## src/rtl/fixed_point_adder_pipe.sv

```systemverilog
`default_nettype none
// +--------------------------------------------------------------------------+
// | fixed_point_adder_pipe                                                   |
// | Two-stage valid/ready sign-magnitude adder c = a + b with overflow flag. |
// | Optional: define FXP_ADD_SAT_EN to saturate same-sign overflow.         |
// | Rev 1.0 - initial release                                                |
// +--------------------------------------------------------------------------+
module fixed_point_adder_pipe #(
  parameter int Q = 15,
  parameter int N = 32
) (
  input  logic         clk,
  input  logic         rst_n,
  input  logic         in_valid,
  output logic         in_ready,
  input  logic [N-1:0] a,
  input  logic [N-1:0] b,
  output logic         out_valid,
  input  logic         out_ready,
  output logic [N-1:0] c,
  output logic         ovf
);

  localparam logic [N-2:0] c_MAG_MAX = '1;

  // Q only describes the binary point; it never changes the arithmetic.
  logic w_unused_q;
  assign w_unused_q = (Q >= 0);

  logic         w_en;
  logic [N-2:0] w_ma;
  logic [N-2:0] w_mb;
  logic         w_sign_a;
  logic         w_sign_b;

  logic         r_s1_valid;
  logic         r_sign_a;
  logic         r_sign_b;
  logic [N-1:0] r_sum;
  logic [N-2:0] r_diff_ab;
  logic [N-2:0] r_diff_ba;
  logic         r_a_ge_b;

  logic         w_same;
  logic         w_ovf;
  logic [N-2:0] w_mag;
  logic         w_sign;

  logic         r_out_valid;
  logic [N-1:0] r_c;
  logic         r_ovf;

  assign w_en     = !r_out_valid || out_ready;
  assign in_ready = w_en;

  assign w_ma = a[N-2:0];
  assign w_mb = b[N-2:0];
  // A negative zero operand is folded to +0 before it reaches the datapath.
  assign w_sign_a = a[N-1] && (w_ma != '0);
  assign w_sign_b = b[N-1] && (w_mb != '0);

  always_ff @(posedge clk or negedge rst_n) begin
    if (!rst_n) begin
      r_s1_valid <= 1'b0;
      r_sign_a   <= 1'b0;
      r_sign_b   <= 1'b0;
      r_sum      <= '0;
      r_diff_ab  <= '0;
      r_diff_ba  <= '0;
      r_a_ge_b   <= 1'b0;
    end else if (w_en) begin
      r_s1_valid <= in_valid;
      if (in_valid) begin
        r_sign_a  <= w_sign_a;
        r_sign_b  <= w_sign_b;
        r_sum     <= {1'b0, w_ma} + {1'b0, w_mb};
        r_diff_ab <= w_ma - w_mb;
        r_diff_ba <= w_mb - w_ma;
        r_a_ge_b  <= (w_ma >= w_mb);
      end
    end
  end

  assign w_same = (r_sign_a == r_sign_b);
  assign w_ovf  = w_same && r_sum[N-1];

  always_comb begin
    w_mag = r_sum[N-2:0];
    if (w_same) begin
      if (w_ovf) begin
`ifdef FXP_ADD_SAT_EN
        w_mag = c_MAG_MAX;
`else
        w_mag = r_sum[N-2:0];
`endif
      end
    end else begin
      w_mag = r_a_ge_b ? r_diff_ab : r_diff_ba;
    end
  end

  // Zero magnitude always leaves as +0.
  assign w_sign = ((w_same || r_a_ge_b) ? r_sign_a : r_sign_b) && (w_mag != '0);

  always_ff @(posedge clk or negedge rst_n) begin
    if (!rst_n) begin
      r_out_valid <= 1'b0;
      r_c         <= '0;
      r_ovf       <= 1'b0;
    end else if (w_en) begin
      r_out_valid <= r_s1_valid;
      if (r_s1_valid) begin
        r_c   <= {w_sign, w_mag};
        r_ovf <= w_ovf;
      end
    end
  end

  assign out_valid = r_out_valid;
  assign c         = r_c;
  assign ovf       = r_ovf;

endmodule
`default_nettype wire

```

## config.mk

```make
export PLATFORM = sky130hd
export DESIGN_NAME = fixed_point_adder_pipe
export DESIGN_NICKNAME = d
export VERILOG_FILES = /design/src/rtl/fixed_point_adder_pipe.sv
export SDC_FILE = /design/constraint.sdc
export NUM_CORES = 1
export LEC_CHECK = 0
export ABC_AREA = 1
export BUFFER_PORTS_ARGS = -buffer_cell sky130_fd_sc_hd__buf_2
export CORE_MARGIN = 1.5
export CORE_UTILIZATION = 28
export DETAILED_ROUTE_END_ITERATION = 12
export PLACE_DENSITY_LB_ADDON = 0.25
export SETUP_SLACK_MARGIN = 0.2
export SKIP_LAST_GASP = 1
export SYNTH_ARGS = -nofsm -noshare
export SYNTH_HDL_FRONTEND = slang
export SYNTH_SLANG_ARGS = --single-unit
```

## constraint.sdc

```tcl
create_clock -name clk -period 1.79 [get_ports clk]
set_clock_uncertainty 0.15 [all_clocks]
set_input_delay 0.0895 -clock clk [delete_from_list [all_inputs] [get_ports clk]]
set_output_delay 0.0895 -clock clk [all_outputs]
set_load 0.05 [all_outputs]
```

==> flow_summary_export.csv <==
group,metric,value,unit
place,port_buffers,102,
timing,period_needed,1970,ps
clocking,cts-root-buf,"clkbuf_16",
clocking,cts_tree,"yes",
pwr,powerDensity,862,nW/um^2
finish,instances_no_fill,3131,
critical_path,cp.buffers_inverters,1,
place,dp.cells,3035,
critical_path,critPathMaxFanout,21,
critical_path,crit_required,1950,ps
floorplanning,die_area,45000,um^2
critical_path,cp_common_cell,"nand2_1",
critical_path,arrival,2140,ps
floorplanning,die_w,212,um
route,firstDrtPassIters,5,
yosys,ys_seq_area_share,26.6,%
global_route,grt_util_met3,2.90,%
critical_path,end_kind,"register",
clocking,clock_path_buffers,2,
yosys,synthTopCellsByArea,"dfrtp_1 27%, nand2_1 23%, inv_1 10%, ha_1 9.4%, nand3_1 5.7%",
finish,layout_common_cells,"633 x nand2_1, 377 x buf_4, 293 x inv_1",
yosys,yosysWarningCount,0,
global_route,grt_max_degree,60,
yosys,synth_edf_count,0,
global_route,gr-total-overflow,0,
clocking,numCtsBuffers,17,
place,hpwlAfterDp,44600,um
route,postRouteWirelength,55500,um
worst_hold_path,min-delay-path-class,"input pin to register",
critical_path,rr_startpoint,"r_a_ge_b",
critical_path,path_cells,"buf_12 -> or2_2 -> o211ai_1 -> nand2_1 -> nor2_2 -> nand2_2 -> nor2_4 -> nand2_1 -> nand2_1 -> nand2_1",
route,vias,14483,
job,cap_violations,0,
yosys,netlist_area,12200,um^2
yosys,syn_nets,2190,
route,avgViaCountPerCell,4.63,
timing,timing.setup.tns,-183,ps
critical_path,path_class,"register to register",
critical_path,critPathLaunch,"r_a_ge_b",
critical_path,cp_slowest_cell,"dfrtp_2",
critical_path,cpPeakStageDelay,470,ps
floorplanning,std_cell_rows,76,
yosys,syn_inst,2027,
route,route.detailed.drc,0,
pwr,irDropWorstVdd,0.000628,V
critical_path,cpLargestDelayFamily,"simple AND/OR/NAND/NOR gates",
global_route,met2_usage,38.9,%
finish,drive_gt1_share,39.3,%
critical_path,path_depth,10,
floorplanning,pin_count,103,
global_route,antenna_found_initial,1,
clocking,cts_sinks,130,
finish,area_growth,62.3,%
timing,fmax,507,MHz
timing,setup_viol,1,
yosys,async_reset_ff_share,100,%
finish,antenna_cells,0,
yosys,yosys.area.top_type,"dfrtp_1",
yosys,synth_top_area_share,26.6,%
floorplanning,core-area,43100,um^2
run_status,violations,"setup timing",
timing,worst_slack,-183,ps
critical_path,reg2reg_depth,10,
clocking,clk_latency,430,ps
global_route,grt_util_met1,34.2,%
yosys,yosys_register_bits,130,
global_route,grt_pass1_wl,81700,um
pwr,p_leak,10.5,nW
global_route,grt-busiest-layer,"met2",
timing,slew_viol_final,0,
global_route,track_usage,24.3,%
critical_path,cp-endpoint,"c[31]",
run_status,status,"finished, violations left",
critical_path,start_kind,"register",
global_route,grt_pass1_vias,14032,
timing,hold_violations,0,
clocking,clk_pin_slew,60,ps
clocking,h-tree-depth,4,
critical_path,reg2reg_slack,-180,ps
route,drt-initial-drc-count,992,
yosys,ys.flop_type,"dfrtp_1",
route,ant_nets,0,
yosys,ys_types,35,
floorplanning,initial_core_util,28.4,%
route,avgRoutedWirePerCell,17.7,um
place,gp_congestion,0.949,
timing,tightest_slew,422,ps
floorplanning,fp.dieH,212,um
critical_path,r2r_end,"c[31]",
timing,period_share,110,%
timing,slew_headroom,71.5,%
timing,rsz0062_at_grt,"yes",
finish,layout_commonest_cell,"nand2_1",
yosys,syn_area_per_cell,6.04,um^2
finish,nets,2697,
## sequential cells by signal, indices dropped and copies added (netlist names)
| name | cells |
|---|---|
| r_a_ge_b | 1 |
| out_valid | 1 |
| r_diff_ab | 30 |
| r_sum | 31 |
| r_s1_valid | 1 |
| r_sign_a | 1 |
| r_diff_ba | 31 |
| ovf | 1 |
| c | 32 |
| r_sign_b | 1 |
## where the power goes
| part | internal (W) | switching, W | total [W] |
|---|---|---|---|
| registers | 0.00376 | 0.000508 | 0.00427 |
| clock network | 0.00228 | 0.00131 | 0.00360 |
| logic | 0.00377 | 0.00549 | 0.00926 |
| total | 0.00981 | 0.00731 | 0.0171 |
## metal layers
layer | wire length [um] | vias to the layer above
li1 | - | 7290
met1 | 26200 | 6782
met2 | 25200 | 350
met3 | 2460 | 59
met4 | 1620 | 2
met5 | 9 | -
## through the flow
step                hold slack, ps  cell area (um^2)  util (%)  total power, W  setup WS (ps)
global placement              -160             16400      38.1          0.0117           -489
finish                        23.7             19900      46.1          0.0171           -183
detailed placement            -157             16400      38.1          0.0117           -504
floorplan                     -356             12500         -         0.00842            157
global route                  32.6             19900      46.1          0.0181           -257
CTS                           32.7             18100      42.1          0.0161           -164
## synth_stat cells (all sizes together) (4+ instances only)
cell type,count
nor4,4
ha,92
o21ai,138
a21o,8
buf,47
a21oi,78
nand2,757
nand4,34
nand3,139
o21bai,14
dfrtp,130
inv,344
nor2,161
clkbuf,20
xor2,32
a31oi,5
nor3,8
## worst register-to-register path: cells and delay by family (launching register included)
kind	cells	cell delay (ps)
and+or+nand+nor	8	910
DFF	1	470
buffers and inverters	1	180
AOI/OAI and AO/OA	1	140
## layout make-up
cell class                 instances  area, um^2
clock buffer                      21         470
clock inverter                    10         133
fill                            4432       23200
inverter                         344        1330
multi-input combinational       1486        9270
sequential                       130        3260
tap                              585         732
timing repair buffer             555        4680
## cells by family (layout without fill, tap and decap cells)
| kind of cell | count (synthesis) | in the layout | synth area share (%) |
|---|---|---|---|
| buffers and inverters | 411 | 930 | 13.7 |
| and+or+nand+nor | 1110 | 1110 | 36.7 |
| AOI/OAI and AO/OA | 249 | 249 | 10.8 |
| DFF | 130 | 130 | 26.6 |
| adders and majority gates | 95 | 95 | 9.90 |
| xor gates and xnor gates | 32 | 32 | 2.29 |
## how the worst min path moves through the flow
stage	startpoint	end	slack (ps)	depth (start not counted)
after global placement	rst_n	c[7]	-160	1
after global routing	b[0]	r_diff_ba[0]	30	4
after detailed placement	rst_n	c[7]	-160	1
after floorplan	rst_n	c[0]	-360	0
after CTS	b[0]	r_diff_ba[0]	30	4
final	b[0]	r_diff_ba[0]	20	4
## what timing repair did
| item | 4_1_cts | 5_1_grt |
|---|---|---|
| buffers inserted | 15 | 32 |
| gates resized for setup | 203 | 388 |
| hold buffers | 5 | 0 |
| cloned | 6 | 7 |
| endpoints found under the setup margin | 109 | 116 |
| pin swaps | 37 | 117 |
| endpoints found under the hold margin | 134 | 0 |
Note: power is estimated with default switching activity, not from simulation.
